===== config.mk =====
export PLATFORM = sky130hd
export DESIGN_NAME = mining_job_loader_flat
export DESIGN_NICKNAME = d
export VERILOG_FILES = /design/src/rtl/mining_job_loader_if.sv /design/src/rtl/mining_job_loader.sv /design/src/flat_wrapper.sv
export SDC_FILE = /design/constraint.sdc
export NUM_CORES = 1
export LEC_CHECK = 0
export CAP_MARGIN = 20
export CORE_AREA = 2 2 413 415
export DETAILED_ROUTE_END_ITERATION = 16
export DIE_AREA = 0 0 415 417
export GPL_TIMING_DRIVEN = 0
export HOLD_SLACK_MARGIN = 0.12
export PLACE_DENSITY = 0.46
export SYNTH_ARGS = -nofsm -noshare
export SYNTH_HDL_FRONTEND = slang
export SYNTH_SLANG_ARGS = --single-unit

===== constraint.sdc =====
create_clock -name clk -period 3.3 [get_ports clk]
set_clock_uncertainty 0.15 [all_clocks]
set_input_delay 0.495 -clock clk [delete_from_list [all_inputs] [get_ports clk]]
set_output_delay 0.495 -clock clk [all_outputs]
set_load 0.05 [all_outputs]

===== src/rtl/mining_job_loader_if.sv =====
`default_nettype none
// ============================================================================
// Module   : mining_job_loader_if
// Brief    : Header stream, miner control and result record bundle for the
//            mining job loader.
// Revision : 1.0
// ============================================================================
interface mining_job_loader_if;
  logic         in_valid;
  logic         in_ready;
  logic [31:0]  in_data;
  logic         in_last;
  logic [31:0]  cfg_max_nonce;

  logic [639:0] header_template;
  logic [255:0] target;
  logic [31:0]  max_nonce;

  logic         miner_start;
  logic         miner_busy;
  logic         miner_found;
  logic         miner_exhausted;
  logic [31:0]  miner_nonce;

  logic         res_valid;
  logic         res_ready;
  logic         res_found;
  logic         res_error;
  logic [31:0]  res_nonce;

  // Loader side
  modport slave (
    input  in_valid, in_data, in_last, cfg_max_nonce,
    input  miner_busy, miner_found, miner_exhausted, miner_nonce,
    input  res_ready,
    output in_ready, header_template, target, max_nonce, miner_start,
    output res_valid, res_found, res_error, res_nonce
  );

  // Environment side: header source, miner and result consumer
  modport master (
    output in_valid, in_data, in_last, cfg_max_nonce,
    output miner_busy, miner_found, miner_exhausted, miner_nonce,
    output res_ready,
    input  in_ready, header_template, target, max_nonce, miner_start,
    input  res_valid, res_found, res_error, res_nonce
  );
endinterface
`default_nettype wire


===== src/rtl/mining_job_loader.sv =====
`default_nettype none
// ============================================================================
// Module   : mining_job_loader
// Brief    : Assembles a 20-word block header, expands nBits into the 256-bit
//            target, launches the miner and holds one result record.
// Revision : 1.0
// ============================================================================
module mining_job_loader (
  input  wire logic          clk,
  input  wire logic          rst_n,
  mining_job_loader_if.slave bus
);

  localparam logic [2:0] S_IDLE   = 3'd0;
  localparam logic [2:0] S_LOAD   = 3'd1;
  localparam logic [2:0] S_EXPAND = 3'd2;
  localparam logic [2:0] S_LAUNCH = 3'd3;
  localparam logic [2:0] S_WAIT   = 3'd4;
  localparam logic [2:0] S_DONE   = 3'd5;

  localparam logic [4:0] c_last_word = 5'd19;

  logic [2:0]   r_state;
  logic [2:0]   w_next;
  logic [4:0]   r_word_cnt;
  logic [639:0] r_header;
  logic [255:0] r_target;
  logic [31:0]  r_max_nonce;
  logic         r_res_found;
  logic         r_res_error;
  logic [31:0]  r_res_nonce;

  logic         w_in_ready;
  logic         w_miner_start;
  logic         w_res_valid;
  logic         w_accept;
  logic         w_at_last;
  logic         w_frame_err;
  logic         w_frame_done;
  logic [31:0]  w_nbits;
  logic [7:0]   w_exp;
  logic [22:0]  w_mant;
  logic [279:0] w_mant_wide;
  logic [279:0] w_expanded;
  logic         w_nbits_err;
  logic         w_unused_busy;

  assign w_unused_busy = bus.miner_busy;

  assign w_accept     = bus.in_valid && w_in_ready;
  assign w_at_last    = (r_word_cnt == c_last_word);
  assign w_frame_err  = w_accept && (bus.in_last != w_at_last);
  assign w_frame_done = w_accept && bus.in_last && w_at_last;

  // nBits is little-endian inside the header: word 18 byte-swapped
  assign w_nbits     = {r_header[39:32], r_header[47:40], r_header[55:48], r_header[63:56]};
  assign w_exp       = w_nbits[31:24];
  assign w_mant      = w_nbits[22:0];
  assign w_mant_wide = {257'd0, w_mant};

  always_comb begin
    w_expanded = '0;
    if (w_exp >= 8'd3)
      w_expanded = w_mant_wide << {w_exp - 8'd3, 3'b000};
    else
      w_expanded = w_mant_wide >> (5'd24 - {w_exp[1:0], 3'b000});
  end

  // Exponents above 34 shift a nonzero mantissa wholly past bit 255
  assign w_nbits_err = w_nbits[23] || (w_mant == 23'd0) ||
                       (|w_expanded[279:256]) || (w_exp > 8'd34);

  always_ff @(posedge clk or negedge rst_n) begin
    if (!rst_n)
      r_state <= S_IDLE;
    else
      r_state <= w_next;
  end

  always_comb begin
    w_next = r_state;
    case (r_state)
      S_IDLE, S_LOAD: begin
        if (w_frame_err)       w_next = S_DONE;
        else if (w_frame_done) w_next = S_EXPAND;
        else if (w_accept)     w_next = S_LOAD;
      end
      S_EXPAND: w_next = w_nbits_err ? S_DONE : S_LAUNCH;
      S_LAUNCH: w_next = S_WAIT;
      S_WAIT:   if (bus.miner_found || bus.miner_exhausted) w_next = S_DONE;
      S_DONE:   if (bus.res_ready) w_next = S_IDLE;
      default:  w_next = S_IDLE;
    endcase
  end

  always_comb begin
    w_in_ready    = 1'b0;
    w_miner_start = 1'b0;
    w_res_valid   = 1'b0;
    case (r_state)
      S_IDLE, S_LOAD: w_in_ready    = 1'b1;
      S_LAUNCH:       w_miner_start = 1'b1;
      S_DONE:         w_res_valid   = 1'b1;
      default:        ;
    endcase
  end

  always_ff @(posedge clk or negedge rst_n) begin
    if (!rst_n) begin
      r_word_cnt <= '0;
    end else if (w_accept) begin
      r_word_cnt <= (w_at_last || bus.in_last) ? 5'd0 : r_word_cnt + 5'd1;
    end
  end

  // Slot 19 holds the nonce field, which the miner owns
  always_ff @(posedge clk or negedge rst_n) begin
    if (!rst_n) begin
      r_header <= '0;
    end else if (w_accept) begin
      for (int i = 0; i < 20; i++) begin
        if (r_word_cnt == 5'(i))
          r_header[639-32*i -: 32] <= (i == 19) ? 32'd0 : bus.in_data;
      end
    end
  end

  always_ff @(posedge clk or negedge rst_n) begin
    if (!rst_n) begin
      r_max_nonce <= '0;
      r_target    <= '0;
    end else begin
      if (w_accept && w_at_last)
        r_max_nonce <= bus.cfg_max_nonce;
      if (r_state == S_EXPAND)
        r_target <= w_expanded[255:0];
    end
  end

  always_ff @(posedge clk or negedge rst_n) begin
    if (!rst_n) begin
      r_res_found <= 1'b0;
      r_res_error <= 1'b0;
      r_res_nonce <= '0;
    end else begin
      case (r_state)
        S_IDLE, S_LOAD: if (w_frame_err) r_res_error <= 1'b1;
        S_EXPAND:       if (w_nbits_err) r_res_error <= 1'b1;
        S_WAIT: begin
          if (bus.miner_found) begin
            r_res_found <= 1'b1;
            r_res_nonce <= bus.miner_nonce;
          end
        end
        S_DONE: begin
          if (bus.res_ready) begin
            r_res_found <= 1'b0;
            r_res_error <= 1'b0;
            r_res_nonce <= '0;
          end
        end
        default: ;
      endcase
    end
  end

  assign bus.in_ready        = w_in_ready;
  assign bus.miner_start     = w_miner_start;
  assign bus.res_valid       = w_res_valid;
  assign bus.res_found       = r_res_found;
  assign bus.res_error       = r_res_error;
  assign bus.res_nonce       = r_res_nonce;
  assign bus.header_template = r_header;
  assign bus.target          = r_target;
  assign bus.max_nonce       = r_max_nonce;

endmodule
`default_nettype wire


===== src/flat_wrapper.sv =====
// flat-port wrapper written by rule: the top's interface ports become plain ports
module mining_job_loader_flat 
  (clk, rst_n, bus_in_valid, bus_in_data, bus_in_last, bus_cfg_max_nonce, bus_miner_busy, bus_miner_found, bus_miner_exhausted, bus_miner_nonce, bus_res_ready, bus_in_ready, bus_header_template, bus_target, bus_max_nonce, bus_miner_start, bus_res_valid, bus_res_found, bus_res_error, bus_res_nonce);
  mining_job_loader_if bus_i ();
  input  wire logic clk;
  input  wire logic rst_n;
  input wire logic [$bits(bus_i.in_valid)-1:0] bus_in_valid;
  input wire logic [$bits(bus_i.in_data)-1:0] bus_in_data;
  input wire logic [$bits(bus_i.in_last)-1:0] bus_in_last;
  input wire logic [$bits(bus_i.cfg_max_nonce)-1:0] bus_cfg_max_nonce;
  input wire logic [$bits(bus_i.miner_busy)-1:0] bus_miner_busy;
  input wire logic [$bits(bus_i.miner_found)-1:0] bus_miner_found;
  input wire logic [$bits(bus_i.miner_exhausted)-1:0] bus_miner_exhausted;
  input wire logic [$bits(bus_i.miner_nonce)-1:0] bus_miner_nonce;
  input wire logic [$bits(bus_i.res_ready)-1:0] bus_res_ready;
  output wire logic [$bits(bus_i.in_ready)-1:0] bus_in_ready;
  output wire logic [$bits(bus_i.header_template)-1:0] bus_header_template;
  output wire logic [$bits(bus_i.target)-1:0] bus_target;
  output wire logic [$bits(bus_i.max_nonce)-1:0] bus_max_nonce;
  output wire logic [$bits(bus_i.miner_start)-1:0] bus_miner_start;
  output wire logic [$bits(bus_i.res_valid)-1:0] bus_res_valid;
  output wire logic [$bits(bus_i.res_found)-1:0] bus_res_found;
  output wire logic [$bits(bus_i.res_error)-1:0] bus_res_error;
  output wire logic [$bits(bus_i.res_nonce)-1:0] bus_res_nonce;
  assign bus_i.in_valid = bus_in_valid;
  assign bus_i.in_data = bus_in_data;
  assign bus_i.in_last = bus_in_last;
  assign bus_i.cfg_max_nonce = bus_cfg_max_nonce;
  assign bus_i.miner_busy = bus_miner_busy;
  assign bus_i.miner_found = bus_miner_found;
  assign bus_i.miner_exhausted = bus_miner_exhausted;
  assign bus_i.miner_nonce = bus_miner_nonce;
  assign bus_i.res_ready = bus_res_ready;
  assign bus_in_ready = bus_i.in_ready;
  assign bus_header_template = bus_i.header_template;
  assign bus_target = bus_i.target;
  assign bus_max_nonce = bus_i.max_nonce;
  assign bus_miner_start = bus_i.miner_start;
  assign bus_res_valid = bus_i.res_valid;
  assign bus_res_found = bus_i.res_found;
  assign bus_res_error = bus_i.res_error;
  assign bus_res_nonce = bus_i.res_nonce;
  mining_job_loader u_core (.clk(clk), .rst_n(rst_n), .bus(bus_i));
endmodule

After elaboration in Yosys (flattened, before gate mapping). Index checks and enable logic that the tools add are counted.

Input bits: 104. Bits in registers: 938.

$lt $le $gt $ge: 2. Shifts and indexed selects: 2. Add/sub/neg operators: 3. Equality and inequality tests: 31. Multiplexer cells: 21. Reduce and logical (&&, ||, !) cells: 39.

Operators with widths (number): $mux 280 (1); $shl 23x11->280 (1); $shr 23x5->280 (1); $mux 32 (2); $pmux 32 s2 (1); $eq 5x4->1 const B (8); $reduce_and 2->1 (19); $reduce_or 24->1 (1); $logic_not 23->1 (1); $eq 5x3->1 const B (4); $eq 5x5->1 const B (4); $mux 3 (6); $pmux 3 s5 (1); $eq 5x2->1 const B (2); $ge 8x2->1 const B (1); $gt 8x6->1 const B (1); $sub 8x2->8 const B (1); $mux 1 (7); $eq 3x2->1 const B (2); $eq 3x3->1 const B (2); $ne 2x1->1 const B (3); $reduce_and 3->1 (2); $add 5x1->5 const B (1); $eq 5x1->1 const B (1); 16 further kinds (25).

Longest topological paths before layout.
Depth in word-level cells: 9. Mapped depth: 12.

Worst setup path after synthesis. No wires, ideal clock.

Path kind: reg2reg. Start point: reg u_core.r_header[32] (netlist: u_core.bus.header_template[32]). End point: reg u_core.r_target[100] (netlist: u_core.bus.target[100]). Library setup time: 0.134 ns. Data required time: 3.016 ns. Cell stages (with the launch flop): 11. Arrival: 2.930 ns. Path slack: 0.086 ns. Clock period less this slack: 3.214 ns. Cell sequence: dfrtp_1 buf_2 inv_1 clkbuf_1 ha_1 buf_2 buf_1 buf_1 nor2_1 a32oi_1 o21ai_0.

Longest elaborated chain between the ends: 3.

Ends and longest elaborated chain: start: declaration (RTL line mining_job_loader.sv:26) `logic [639:0] r_header;`; start signal: indexed assignment (RTL line mining_job_loader.sv:123) `r_header[639-32*i -: 32] <= (i == 19) ? 32'd0 : bus.in_data;`; $sub 8x2->8 / $sub 5x5->5 (equally long branches) (RTL line mining_job_loader.sv:64, mining_job_loader.sv:66); $shl 23x11->280 / $shr 23x5->280 (equally long branches) (RTL line mining_job_loader.sv:64, mining_job_loader.sv:66); $mux 280 (*) (RTL line mining_job_loader.sv:63) `if (w_exp >= 8'd3)`; end signal: assignment (RTL line mining_job_loader.sv:136) `r_target <= w_expanded[255:0];`; end: declaration (RTL line mining_job_loader.sv:27) `logic [255:0] r_target;`.

Mark *: on every way between the ends. The rest lies on a longest branch, timed or not. A chain may end at the register's enable or synchronous reset.

Final worst setup path.
Start point: reg u_core.r_header[52] (netlist: u_core.bus.header_template[52]). End point: out bus_header_template[52].

RTL lines: end: declaration (RTL line flat_wrapper.sv:17) `output wire logic [$bits(bus_i.header_template)-1:0] bus_header_template;`.

No word-level cell between the ends.

==> impl_results.rst <==
.. list-table::
   :header-rows: 1

   * - Metric
     - Value
   * - Routed vias
     - 27,400
   * - Data arrival time of the critical path
     - about 2.6 ns
   * - Via count of the first global-routing pass
     - ~28,000
   * - Number of iterations in the first detailed-routing pass
     - 5
   * - Post-synthesis share of cell area spent on and, or, nand and nor gates
     - under 10%
   * - Sort of element at the start of the critical path
     - flip-flop
   * - Highest net fanout along the worst path
     - 9
   * - Areal power density over the cells
     - ~840 nW/um^2
   * - Number of nets with antenna violations after detailed routing
     - 0
   * - Max Root-Sink Buffers
     - 3
   * - Clock latency on the worst-skew pair
     - about 0.77 ns
   * - DRT iter0 DRCs
     - 1,671
   * - Area overhead of the layout relative to synthesis
     - 48.41%
   * - Cell at the root of the clock tree
     - sky130_fd_sc_hd__clkbuf_16
   * - Cell Count Post-Placement
     - ~5,900
   * - Critical path's slowest cell
     - sky130_fd_sc_hd__clkdlybuf4s50_1
   * - Async S/R FF share, synth
     - 100.0%
   * - Number of enable flip-flop cells after synthesis
     - 0
   * - Sum of negative setup slack
     - 0 ns
   * - Dpl hpwl
     - 129,300 um
   * - Post-synthesis instance area
     - between 30,000 and 40,000 um^2
   * - Final Cycle Share
     - between 90% and 100%
   * - Synthesized-area fraction occupied by adder cells
     - less than 1%
   * - Total Nets Final
     - 3,977
   * - Final slew viol count
     - 0
   * - Width of the die
     - about 420 um
   * - Worst-case vdd ir drop
     - about 0.58 mV
   * - Final Instance Area
     - about 55,000 um^2
   * - Clock tree from TritonCTS
     - done
   * - Critical path class
     - flip-flop to output port
   * - Post-synthesis share of cell area spent on xor and xnor gates
     - 0.2087%
   * - Minimum period implied by the final worst setup slack
     - 3.213 ns
   * - Initial core utilization
     - 22.05%
   * - Initial antenna violation count
     - 8
   * - Unique cell type count in the Yosys netlist
     - 76
   * - Static power due to leakage
     - between 0.02 and 0.025 uW
   * - Non-filler cells, final
     - about 6,000
   * - Max_slew headroom
     - around 29%
   * - Fraction of final layout cells sized beyond drive strength 1
     - 25.58%
   * - Clk slew on worst S/H paths
     - about 0.06 ns
   * - Largest net degree at the start of global routing
     - ~160
   * - Compound-gate portion of the synthesized area
     - about 8.5%
   * - Cell Area, Placed
     - slightly above 50,000 um^2
   * - Buffer and inverter count on the worst path
     - 1
   * - Via density per instance
     - around 4.4
   * - GRT Overall Usage
     - a little under a fifth
   * - Dominant combinational cell family by area after synthesis
     - multiplexers
   * - Mean routed wirelength per cell
     - approximately 27 um
   * - TritonCTS sink count
     - between 900 and 1,000
   * - Number of failing setup endpoints in the final timing report
     - 0
   * - Max Clock Freq
     - between 300 and 400 MHz
   * - Run status
     - finished clean
   * - Actual transition at the worst max-transition pin
     - approximately 1.1 ns
   * - H-tree depth
     - 3
   * - Most common flop cell mapped by yosys
     - sky130_fd_sc_hd__dfrtp_1
   * - Unrepaired setup endpoints after global routing
     - false
   * - Required time at the worst-slack endpoint
     - about 2.7 ns
   * - Largest delay share family, worst path
     - buffers and inverters
   * - Total CTS buffers
     - about 110
   * - IO Count
     - roughly 1,100
   * - Count of final hold-check violations
     - 0
   * - Vertical extent of the die
     - ~420 um
   * - Total global routing overflow
     - 0
   * - Portion of netlist area occupied by mux cells
     - approximately 20%
   * - Flop2flop setup slack
     - 0.11 ns
   * - Most frequent standard cell in the layout excluding fill and tap cells
     - sky130_fd_sc_hd__clkdlybuf4s50_1
   * - Total of warnings raised by yosys
     - 0
   * - Cell-by-cell listing of the critical path
     - clkdlybuf4s50_1
   * - Number of rows in the core area
     - 151
   * - Gpl congestion
     - approximately 0.87
   * - Total Wirelength
     - between 150,000 and 200,000 um
   * - Total Power
     - around 46,000 uW
   * - Placeable core region
     - 168,500 um^2
   * - Max_cap viols
     - 0
   * - Cells after synthesis
     - between 2,000 and 3,000
   * - Die Footprint
     - around 170,000 um^2
   * - Number of design rule violations left after detail routing
     - 0
   * - Hold Crit Class
     - primary input to flip-flop
   * - Flip-flop and latch count after synthesis
     - roughly 940
   * - Final setup margin
     - 0.08693 ns
   * - Worst path max stage delay
     - 0.98 ns
   * - Element type at the critical path end
     - output port
   * - Port bufs
     - about 1,000
   * - Wire length of the first global-routing pass
     - between 200,000 and 250,000 um
   * - Sequential area share after synthesis
     - 63.16%
   * - Mean Syn Cell Area
     - approximately 14 um^2
   * - Placement-stage worst setup slack
     - -1.133 ns
   * - Commonest cells after routing, fill and taps aside
     - 1,000 x sky130_fd_sc_hd__clkdlybuf4s50_1, 938 x sky130_fd_sc_hd__dfrtp_1, 642 x sky130_fd_sc_hd__mux2_2
   * - Number of fill cells
     - approximately 17,000
## flip-flops by register name (all words and copies together), names as in the netlist
name,cells
u_core.bus.header_template,608
u_core.bus.target,256
u_core.bus.max_nonce,32
u_core.bus.res_nonce,32
u_core.r_word_cnt,5
u_core.r_state,3
u_core.bus.res_error,1
u_core.bus.res_found,1
## power by group
group          internal, uW  total (uW)  switching [uW]  leakage, uW
Clock                  7560       13000            5430      0.00191
Combinational          5980       18200           12200      0.00978
Sequential            13900       15100            1260       0.0127
Total                 27400       46300           18900       0.0244
## through the flow
step / utilization, % / hold slack [ns]
after global routing: 32.72 / 0.1640
after global placement: 29.72 / 0.3091
after CTS: 32.66 / 0.1200
after floorplan: - / 0.04941
final: 32.73 / 0.1813
after detailed placement: 29.98 / 0.2877
## worst paths after layout
| check | start | endpoint | cells past startpoint |
|---|---|---|---|
| max | u_core.bus.header_template[52]$_DFFE_PN0P_ | bus_header_template[52] | 1 |
| min | bus_in_data[3] | u_core.bus.header_template[163]$_DFFE_PN0P_ | 2 |
| max reg2reg | u_core.bus.header_template[32]$_DFFE_PN0P_ | u_core.bus.target[9]$_DFFE_PN0P_ | 11 |
| min reg2reg | u_core.bus.target[55]$_DFFE_PN0P_ | u_core.bus.target[55]$_DFFE_PN0P_ | 2 |
| max in group asynchronous | rst_n | u_core.bus.header_template[166]$_DFFE_PN0P_ | 6 |
| min in group asynchronous | rst_n | u_core.bus.target[103]$_DFFE_PN0P_ | 3 |
## area by class of cell
type                            count  area (um^2)  share of cell area [%]
Antenna cell                        7        17.52                 0.03176
Buffer                            247         1179                   2.137
Clock buffer                      156         3219                   5.837
Clock inverter                     54        648.1                   1.175
Inverter                           15        56.30                  0.1021
Multi-Input combinational cell   1496        12980                   23.53
Sequential cell                   938        23470                   42.56
Tap cell                         2218         2775                   5.032
Timing Repair Buffer             1054        10810                   19.59
## cells by family after synthesis
logic type / count (synthesis)
compound gates: 429
flops: 938
xor+xnor: 8
mux: 672
other cells: 1
buf+inv: 262
simple gates: 347
fa+ha+maj: 8
## timing repair
action,4_1_cts,5_1_grt
pin swaps,6,1
endpoints found under the hold margin,346,0
hold buffers,24,0
cloned,0,0
buffers inserted,6,0
setup endpoints to repair,596,262
gates resized for setup,71,31
## routing by layer
layer	routed length [um]	vias to the layer above	part of all wire (%)	global-route usage, %
met2	87900	923	52	34.24
met1	65680	14300	39	22.19
li1	-	11970	-	-
met3	10760	209	6.4	4.875
met4	4718	0	2.8	5.691
met5	0	-	0	0
## synth_stat cells, drive strengths merged (4+ instances only)
cell     instances  share of area [%]
dfrtp          938                 63
mux2           649                 20
nand2          167                1.7
a22o           162                3.8
buf            144                1.9
o21ai          129                1.8
clkbuf         103                1.0
nor2            68               0.72
nor3            29               0.47
a21oi           28               0.38
nand3           25               0.35
mux2i           23               0.65
inv             15               0.15
o22ai           15               0.25
a221o           14               0.38
o21a            13               0.26
nor2b           10               0.17
o221ai          10               0.24
ha               8               0.27
a211oi           6               0.12
a32oi            6               0.14
and3             6               0.10
nand4            6               0.10
nor3b            6               0.12
o31ai            6               0.16
a2bb2oi          5               0.12
or3              5              0.084
xnor2            5               0.12
a221oi           4              0.094
a31oi            4              0.067
and2             4              0.067
nor4             4               0.11
No activity file was read; power rests on OpenSTA's default activity.
